`config.mk`:
```
export PLATFORM = sky130hd
export DESIGN_NAME = bp_mac_seq
export DESIGN_NICKNAME = d
export VERILOG_FILES = /design/src/rtl/bp_mac_seq.sv
export SDC_FILE = /design/constraint.sdc
export NUM_CORES = 1
export LEC_CHECK = 0
export BUFFER_PORTS_ARGS = -buffer_cell sky130_fd_sc_hd__buf_2
export CORE_MARGIN = 3
export CORE_UTILIZATION = 49
export DETAILED_ROUTE_END_ITERATION = 7
export PLACE_DENSITY = 0.77
export SETUP_SLACK_MARGIN = 0.3
export SYNTH_ARGS = -nofsm -noshare
export SYNTH_HDL_FRONTEND = slang
export SYNTH_SLANG_ARGS = --single-unit
```
`constraint.sdc`:
```
create_clock -name clk -period 2.1 [get_ports clk]
set_clock_uncertainty 0.2 [all_clocks]
set_input_delay 0.525 -clock clk [delete_from_list [all_inputs] [get_ports clk]]
set_output_delay 0.525 -clock clk [all_outputs]
set_load 0.03 [all_outputs]
```
`src/rtl/bp_mac_seq.sv`:
```
// bp_mac_seq -- sequencer for the shared backpropagation MAC.
//
// For each output row r it clears the MAC. It then issues N_CELL x N_GATE
// (dgate, weight) read addresses, with the gate index innermost. After the
// read pipeline drains, it writes the MAC result to delta-out address r.
//
// Optional feature: define BP_SEQ_PERF_EN to build the busy-cycle counter
// on o_perf_cycles. The counter is saturating and clears on start. When the
// macro is undefined, o_perf_cycles is tied to 0.
//
// Ports:
//   clk, rst          clock, asynchronous active-high reset
//   i_start           start pulse, accepted only in IDLE
//   i_abort           synchronous abort back to IDLE, with no write and no done
//   i_sel_layer       sampled at start, drives o_sel_wght for the whole run
//   o_busy, o_done    run status; o_done is a one-cycle completion pulse
//   o_sel_wght        latched layer select
//   o_sel_dgate       gate index of the term whose data reaches the MAC now
//   o_rd_addr_dgate   issued cell index c
//   o_wght_addr       issued weight address r*N_CELL + c
//   o_wght_gate       issued gate index g
//   o_rst_mac         MAC clear strobe
//   o_acc_mac         MAC accumulate enable
//   o_wr_dout         delta-out write strobe
//   o_wr_addr         delta-out write address (current row r)
//   o_perf_cycles     busy cycle count (0 unless BP_SEQ_PERF_EN)
//
// state  | meaning
// IDLE   | waiting for i_start
// CLR    | one cycle: clear the MAC, c = g = 0
// RUN    | issue one (c, g) term per cycle, N_CELL*N_GATE cycles
// DRAIN  | RD_LAT cycles: no issue, read pipeline empties into the MAC
// WRITE  | one cycle: write MAC result to row r
// DONE   | one cycle: completion pulse, then IDLE
module bp_mac_seq #(
    parameter int N_ROW    = 8,
    parameter int N_CELL   = 53,
    parameter int N_GATE   = 4,
    parameter int RD_LAT   = 1,
    parameter int ROW_AW   = 7,
    parameter int CELL_AW  = 9,
    parameter int WADDR_AW = 12
) (
    input  logic                clk,
    input  logic                rst,
    input  logic                i_start,
    input  logic                i_abort,
    input  logic                i_sel_layer,
    output logic                o_busy,
    output logic                o_done,
    output logic                o_sel_wght,
    output logic [1:0]          o_sel_dgate,
    output logic [CELL_AW-1:0]  o_rd_addr_dgate,
    output logic [WADDR_AW-1:0] o_wght_addr,
    output logic [1:0]          o_wght_gate,
    output logic                o_rst_mac,
    output logic                o_acc_mac,
    output logic                o_wr_dout,
    output logic [ROW_AW-1:0]   o_wr_addr,
    output logic [15:0]         o_perf_cycles
);

    generate
        if (RD_LAT < 1 || RD_LAT > 3) begin : g_bad_lat
            $error("bp_mac_seq: RD_LAT must be in 1..3");
        end
        if (N_GATE < 1 || N_GATE > 4) begin : g_bad_gate
            $error("bp_mac_seq: N_GATE must be in 1..4");
        end
        if ((N_ROW - 1) * N_CELL + N_CELL - 1 >= (1 << WADDR_AW)) begin : g_bad_waddr
            $error("bp_mac_seq: WADDR_AW too narrow for N_ROW*N_CELL");
        end
        if (N_CELL - 1 >= (1 << CELL_AW)) begin : g_bad_caddr
            $error("bp_mac_seq: CELL_AW too narrow for N_CELL");
        end
        if (N_ROW - 1 >= (1 << ROW_AW)) begin : g_bad_raddr
            $error("bp_mac_seq: ROW_AW too narrow for N_ROW");
        end
    endgenerate

    localparam logic [1:0]         G_LAST     = 2'(N_GATE - 1);
    localparam logic [CELL_AW-1:0] C_LAST     = CELL_AW'(N_CELL - 1);
    localparam logic [ROW_AW-1:0]  R_LAST     = ROW_AW'(N_ROW - 1);
    localparam logic [1:0]         DRAIN_LOAD = 2'(RD_LAT - 1);

    typedef enum logic [2:0] {
        S_IDLE,
        S_CLR,
        S_RUN,
        S_DRAIN,
        S_WRITE,
        S_DONE
    } state_t;

    state_t                state;
    logic [ROW_AW-1:0]     r;
    logic [CELL_AW-1:0]    c;
    logic [1:0]            g;
    logic [WADDR_AW-1:0]   waddr;
    logic [1:0]            drain_cnt;
    logic [RD_LAT-1:0]     pipe_v;
    logic [1:0]            pipe_g [RD_LAT];
    logic                  issue;
    logic                  start_acc;

    assign issue     = (state == S_RUN);
    assign start_acc = (state == S_IDLE) && i_start && !i_abort;

    // The address outputs come straight from the term counters. waddr walks
    // r*N_CELL + c incrementally, so no multiplier is needed.
    assign o_rd_addr_dgate = c;
    assign o_wght_gate     = g;
    assign o_wght_addr     = waddr;
    assign o_wr_addr       = r;
    assign o_acc_mac       = pipe_v[RD_LAT-1];
    assign o_sel_dgate     = pipe_g[RD_LAT-1];

    always_ff @(posedge clk or posedge rst) begin
        if (rst) begin
            state      <= S_IDLE;
            r          <= '0;
            c          <= '0;
            g          <= '0;
            waddr      <= '0;
            drain_cnt  <= '0;
            o_busy     <= 1'b0;
            o_done     <= 1'b0;
            o_sel_wght <= 1'b0;
            o_rst_mac  <= 1'b0;
            o_wr_dout  <= 1'b0;
        end else begin
            o_rst_mac <= 1'b0;
            o_wr_dout <= 1'b0;
            o_done    <= 1'b0;
            if (i_abort && state != S_IDLE) begin
                state     <= S_IDLE;
                o_busy    <= 1'b0;
                r         <= '0;
                c         <= '0;
                g         <= '0;
                waddr     <= '0;
                drain_cnt <= '0;
            end else begin
                case (state)
                    S_IDLE: begin
                        if (start_acc) begin
                            state      <= S_CLR;
                            o_sel_wght <= i_sel_layer;
                            o_busy     <= 1'b1;
                            o_rst_mac  <= 1'b1;
                        end
                    end
                    S_CLR: begin
                        state <= S_RUN;
                        c     <= '0;
                        g     <= '0;
                    end
                    S_RUN: begin
                        // The last term leaves c/g/waddr unchanged. DRAIN
                        // issues nothing, so their value there is unused.
                        if (g == G_LAST) begin
                            if (c == C_LAST) begin
                                state     <= S_DRAIN;
                                drain_cnt <= DRAIN_LOAD;
                            end else begin
                                g     <= '0;
                                c     <= c + 1'b1;
                                waddr <= waddr + 1'b1;
                            end
                        end else begin
                            g <= g + 1'b1;
                        end
                    end
                    S_DRAIN: begin
                        if (drain_cnt == 2'd0) begin
                            state     <= S_WRITE;
                            o_wr_dout <= 1'b1;
                        end else begin
                            drain_cnt <= drain_cnt - 1'b1;
                        end
                    end
                    S_WRITE: begin
                        if (r == R_LAST) begin
                            state  <= S_DONE;
                            o_done <= 1'b1;
                        end else begin
                            state     <= S_CLR;
                            o_rst_mac <= 1'b1;
                            r         <= r + 1'b1;
                            c         <= '0;
                            g         <= '0;
                            waddr     <= waddr + 1'b1;
                        end
                    end
                    S_DONE: begin
                        state  <= S_IDLE;
                        o_busy <= 1'b0;
                        r      <= '0;
                        c      <= '0;
                        g      <= '0;
                        waddr  <= '0;
                    end
                    default: begin
                        state  <= S_IDLE;
                        o_busy <= 1'b0;
                    end
                endcase
            end
        end
    end

    // Issue-valid and gate index are delayed by the read latency, so that
    // accumulate and gate select line up with the data reaching the MAC.
    always_ff @(posedge clk or posedge rst) begin
        if (rst) begin
            pipe_v <= '0;
            for (int i = 0; i < RD_LAT; i++) pipe_g[i] <= '0;
        end else if (i_abort) begin
            pipe_v <= '0;
            for (int i = 0; i < RD_LAT; i++) pipe_g[i] <= '0;
        end else begin
            for (int i = RD_LAT - 1; i > 0; i--) begin
                pipe_v[i] <= pipe_v[i-1];
                pipe_g[i] <= pipe_g[i-1];
            end
            pipe_v[0] <= issue;
            pipe_g[0] <= issue ? g : 2'd0;
        end
    end

`ifdef BP_SEQ_PERF_EN
    logic [15:0] perf_cnt;

    always_ff @(posedge clk or posedge rst) begin
        if (rst) begin
            perf_cnt <= '0;
        end else if (start_acc) begin
            perf_cnt <= '0;
        end else if (o_busy && perf_cnt != 16'hFFFF) begin
            perf_cnt <= perf_cnt + 16'd1;
        end
    end

    assign o_perf_cycles = perf_cnt;
`else
    assign o_perf_cycles = 16'd0;
`endif

endmodule

```
==> impl_metrics.xml <==
<?xml version="1.0" encoding="UTF-8"?>
<metrics>
  <group name="routing">
    <metric name="wirelength" unit="µm">6827</metric>
    <metric name="post_drt_via_cell_ratio" unit="">5.480</metric>
    <metric name="drt-pass1-iter-count" unit="">4</metric>
    <metric name="detail-route-antenna-nets" unit="">0</metric>
    <metric name="drt_iter0_markers" unit="">202</metric>
    <metric name="detail_route.wl_per_cell" unit="µm">15.69</metric>
    <metric name="dr_total_vias" unit="">2384</metric>
    <metric name="drcViolationCount" unit="">0</metric>
  </group>
  <group name="floorplan">
    <metric name="area_of_the_die" unit="µm²">6100</metric>
    <metric name="starting_density_of_the_core" unit="%">52.21</metric>
    <metric name="floorplan.rows" unit="">25</metric>
    <metric name="floorplan.io_pins" unit="">59</metric>
    <metric name="fp.dieW" unit="µm">78.11</metric>
    <metric name="core_area" unit="µm²">4880</metric>
    <metric name="die_h" unit="µm">78.11</metric>
  </group>
  <group name="critical_path">
    <metric name="worstSetupStartpointType" unit="">register</metric>
    <metric name="reg2reg_to" unit="">o_wght_addr[6]$_DFFE_PP0P_</metric>
    <metric name="timing_worst_setup_path_type" unit="">reg2reg</metric>
    <metric name="rrSetupSlack" unit="ns">0.04</metric>
    <metric name="rr_startpoint" unit="">o_wr_addr[5]$_DFFE_PP0P_</metric>
    <metric name="crit_arrival" unit="ns">2.06</metric>
    <metric name="cp-end-kind" unit="">register</metric>
    <metric name="worst-path-max-fanout" unit="">7</metric>
    <metric name="rr_worst_depth" unit="">6</metric>
    <metric name="worstPathRequired" unit="ns">2.09</metric>
  </group>
  <group name="timing">
    <metric name="setup_viol_count_final" unit="">0</metric>
    <metric name="final_report_max_slew_violation_count" unit="">0</metric>
    <metric name="final-hold-violation-count" unit="">0</metric>
    <metric name="final.min_clock_period" unit="ns">2.063</metric>
    <metric name="setup_repair_after_global_routing_missed_its_margin" unit="">true</metric>
    <metric name="final.period_utilization" unit="%">98.22</metric>
    <metric name="fmax" unit="MHz">484.8</metric>
  </group>
  <group name="clock_tree">
    <metric name="clock_insertion_delay_worst_skew" unit="ns">0.31</metric>
    <metric name="clockBufferDepth" unit="">2</metric>
    <metric name="cts_max_level" unit="">2</metric>
    <metric name="cts_hold_buffers" unit="">0</metric>
    <metric name="tritoncts" unit="">built</metric>
    <metric name="cts.root.buffer_cell" unit="">clkbuf_8</metric>
    <metric name="cts-buffers-inserted" unit="">5</metric>
    <metric name="path_clk_slew" unit="ns">0.09</metric>
    <metric name="cts.sinks" unit="">43</metric>
  </group>
  <group name="placement">
    <metric name="post-dp-hpwl" unit="µm">4413</metric>
    <metric name="gp_congestion" unit="">0.8923</metric>
    <metric name="numPortBuffers" unit="">42</metric>
    <metric name="placed_cells" unit="">410</metric>
  </group>
  <group name="yosys">
    <metric name="per_instance_average_area_after_synthesis" unit="µm²">9.400</metric>
    <metric name="synth-seq-area-share" unit="%">42.24</metric>
    <metric name="synth_area" unit="µm²">2547</metric>
    <metric name="synth_edf_count" unit="">0</metric>
    <metric name="synth_cell_types" unit="">53</metric>
    <metric name="synth.top_cell.area_share" unit="%">42.24</metric>
    <metric name="postSynth.topFlopCell" unit="">dfrtp_1</metric>
    <metric name="ys_ff_latch" unit="">43</metric>
    <metric name="netlist.top_cell.by_area" unit="">dfrtp_1</metric>
    <metric name="syn_inst" unit="">271</metric>
    <metric name="async_flop_share" unit="%">100.0</metric>
    <metric name="synth.top_cells.by_area" unit="">dfrtp_1 42%, buf_4 5.0%, o21ai_0 4.1%, a21oi_1 3.1%, o2bb2ai_1 3.1%</metric>
    <metric name="synth_warnings" unit="">0</metric>
  </group>
  <group name="power_and_ir_drop">
    <metric name="ir_worst_vdd" unit="µV">791.2</metric>
    <metric name="powerDensity" unit="nW/µm²">1209</metric>
    <metric name="power_leakage" unit="nW">1.663</metric>
  </group>
  <group name="outcome">
    <metric name="result_of_the_run" unit="">finished, final reports clean</metric>
  </group>
  <group name="min_path">
    <metric name="hp-class" unit="">in2async</metric>
  </group>
  <group name="global_routing">
    <metric name="antenna_found_initial" unit="">0</metric>
    <metric name="global_route_wire_length_before_repair" unit="µm">10750</metric>
    <metric name="globalRouteTotalUtil" unit="%">22.11</metric>
    <metric name="via_count_of_the_first_global_routing_pass" unit="">2281</metric>
    <metric name="globalRoute.totalOverflow" unit="">0</metric>
    <metric name="grt_start_max_net_pins" unit="">44</metric>
  </group>
  <group name="cells_and_area">
    <metric name="n_fill_cell" unit="">334</metric>
    <metric name="stdcell_count" unit="">435</metric>
    <metric name="nets" unit="">378</metric>
    <metric name="area_growth_syn_to_layout" unit="%">43.47</metric>
    <metric name="antenna_cells" unit="">0</metric>
    <metric name="final_core_utilization" unit="%">74.90</metric>
    <metric name="layout-drive-gt1-share" unit="%">48.10</metric>
  </group>
  <group name="run">
    <metric name="max-cap-violations" unit="">0</metric>
  </group>
</metrics>
-- power by group --
part	total [mW]	internal [mW]	switching, mW
Clock	0.609	0.300	0.309
Combinational	2.53	1.07	1.45
Sequential	1.28	1.06	0.227
Total	4.42	2.43	1.99
-- layout by cell type, fill, tap and decap left out, types with 4 or more instances in the layout --
master / netlist / layout
buf_4: 17 / 48
buf_2: 6 / 35
dfrtp_1: 43 / 29
buf_6: 1 / 17
conb_1: 1 / 16
nand2_1: 18 / 15
dfrtp_2: 0 / 14
nor2_1: 16 / 13
o21ai_1: 2 / 11
a21oi_1: 16 / 11
nand3_1: 11 / 10
inv_1: 12 / 9
o21ai_0: 21 / 8
clkbuf_8: 0 / 7
and3_1: 6 / 6
o2bb2ai_1: 9 / 6
nand2b_1: 6 / 5
nor3_1: 7 / 5
a22o_1: 5 / 5
a21oi_2: 1 / 5
ha_1: 6 / 5
and2_1: 4 / 4
nor4_1: 7 / 4
o21ai_2: 0 / 4
-- synth_stat cells (all sizes together), types with 3 or more instances --
cell type and instances:
and3 6, o31ai 3, nor2 17, a21oi 17, a22o 5, o21ai 23, nor3b 3, mux2i 3
o2bb2ai 9, a21o 3, or4 4, nand3 11, nor3 7, and2 4, nor4 8, o41ai 4
nand2 18, ha 6, buf 26, a22oi 3, mux2 3, nand2b 6, dfrtp 43, inv 12
-- critical path, cell delays in order (launching register included) --
cell     delay (ns)
dfrtp_2        0.42
or4_4          0.55
nor4_4         0.21
buf_4          0.18
o32ai_2        0.07
nand2_2        0.21
o41ai_1        0.11
-- metal layers --
layer  vias to the layer above  GRT usage [%]  share of wire, %
met2                        72          39.38                51
met3                        14          4.243               4.5
met4                         0          5.944               2.1
li1                       1155              -                 -
met5                         -              0                 0
met1                      1143          27.33                42
-- kinds of logic after synthesis --
logic type | Yosys count | share of synthesized area, %
AOI/OAI and AO/OA | 77 | 20.92
and+or+nand+nor | 95 | 21.12
muxes | 6 | 2.505
adders and majority gates | 7 | 3.340
other | 1 | 0.1472
DFF | 43 | 42.24
buffers and inverters | 40 | 9.037
xor gates and xnor gates | 2 | 0.6877
-- repair_timing --
item / 4_1_cts / 5_1_grt
setup buffers: 12 / 5
setup endpoints to repair: 35 / 46
pin swaps: 11 / 10
gates resized for setup: 26 / 59
-- final cells by class --
cell class              instances  area, µm²  area share (%)
clock inverters                 1      7.507          0.2054
well taps                      67      83.83           2.294
clock buffers                   7      96.34           2.636
inverters                      12      47.55           1.301
repair buffers                102      762.0           20.85
multi-input cells             203       1564           42.79
flip-flops and latches         43       1094           29.92
-- through the flow --
step	TNS, ns	instance area [µm²]	hold WS (ns)	power, mW	worst slack (ns)
4_1_cts	0	3418	0.06906	4.162	0.04235
5_1_grt	-0.3453	3655	0.08588	4.675	-0.06324
2_1_floorplan	-0.1919	2681	0.3028	2.682	-0.05489
6_report	0	3655	0.04924	4.419	0.03747
3_5_place_dp	-0.05262	3115	0.2779	3.334	-0.04976
3_3_place_gp	0	3115	0.2674	3.281	0.01289
-- state kept, by name, indices dropped and copies added, names as in the netlist --
| signal | flops |
|---|---|
| o_wr_dout | 1 |
| o_wr_addr | 7 |
| state | 3 |
| o_rst_mac | 1 |
| o_wght_gate | 2 |
| o_busy | 1 |
| o_wght_addr | 12 |
| drain_cnt | 2 |
| o_acc_mac | 1 |
| o_rd_addr_dgate | 9 |
| o_sel_wght | 1 |
| o_sel_dgate | 2 |
| o_done | 1 |
-- worst max-delay path by stage --
| stage | from | end | cells after the start |
|---|---|---|---|
| 2_1_floorplan | o_wr_addr[5]$_DFFE_PP0P_ | o_wr_addr[0]$_DFFE_PP0P_ | 6 |
| 3_3_place_gp | i_abort | o_sel_wght$_DFFE_PP0P_ | 7 |
| 6_report | o_wr_addr[5]$_DFFE_PP0P_ | o_wght_addr[6]$_DFFE_PP0P_ | 6 |
| 5_1_grt | o_wr_addr[5]$_DFFE_PP0P_ | o_wght_addr[11]$_DFFE_PP0P_ | 6 |
| 4_1_cts | o_wr_addr[5]$_DFFE_PP0P_ | o_wght_addr[10]$_DFFE_PP0P_ | 6 |
| 3_5_place_dp | i_abort | o_wght_gate[1]$_DFFE_PP0P_ | 5 |
No activity file was read; power rests on OpenSTA's default activity.
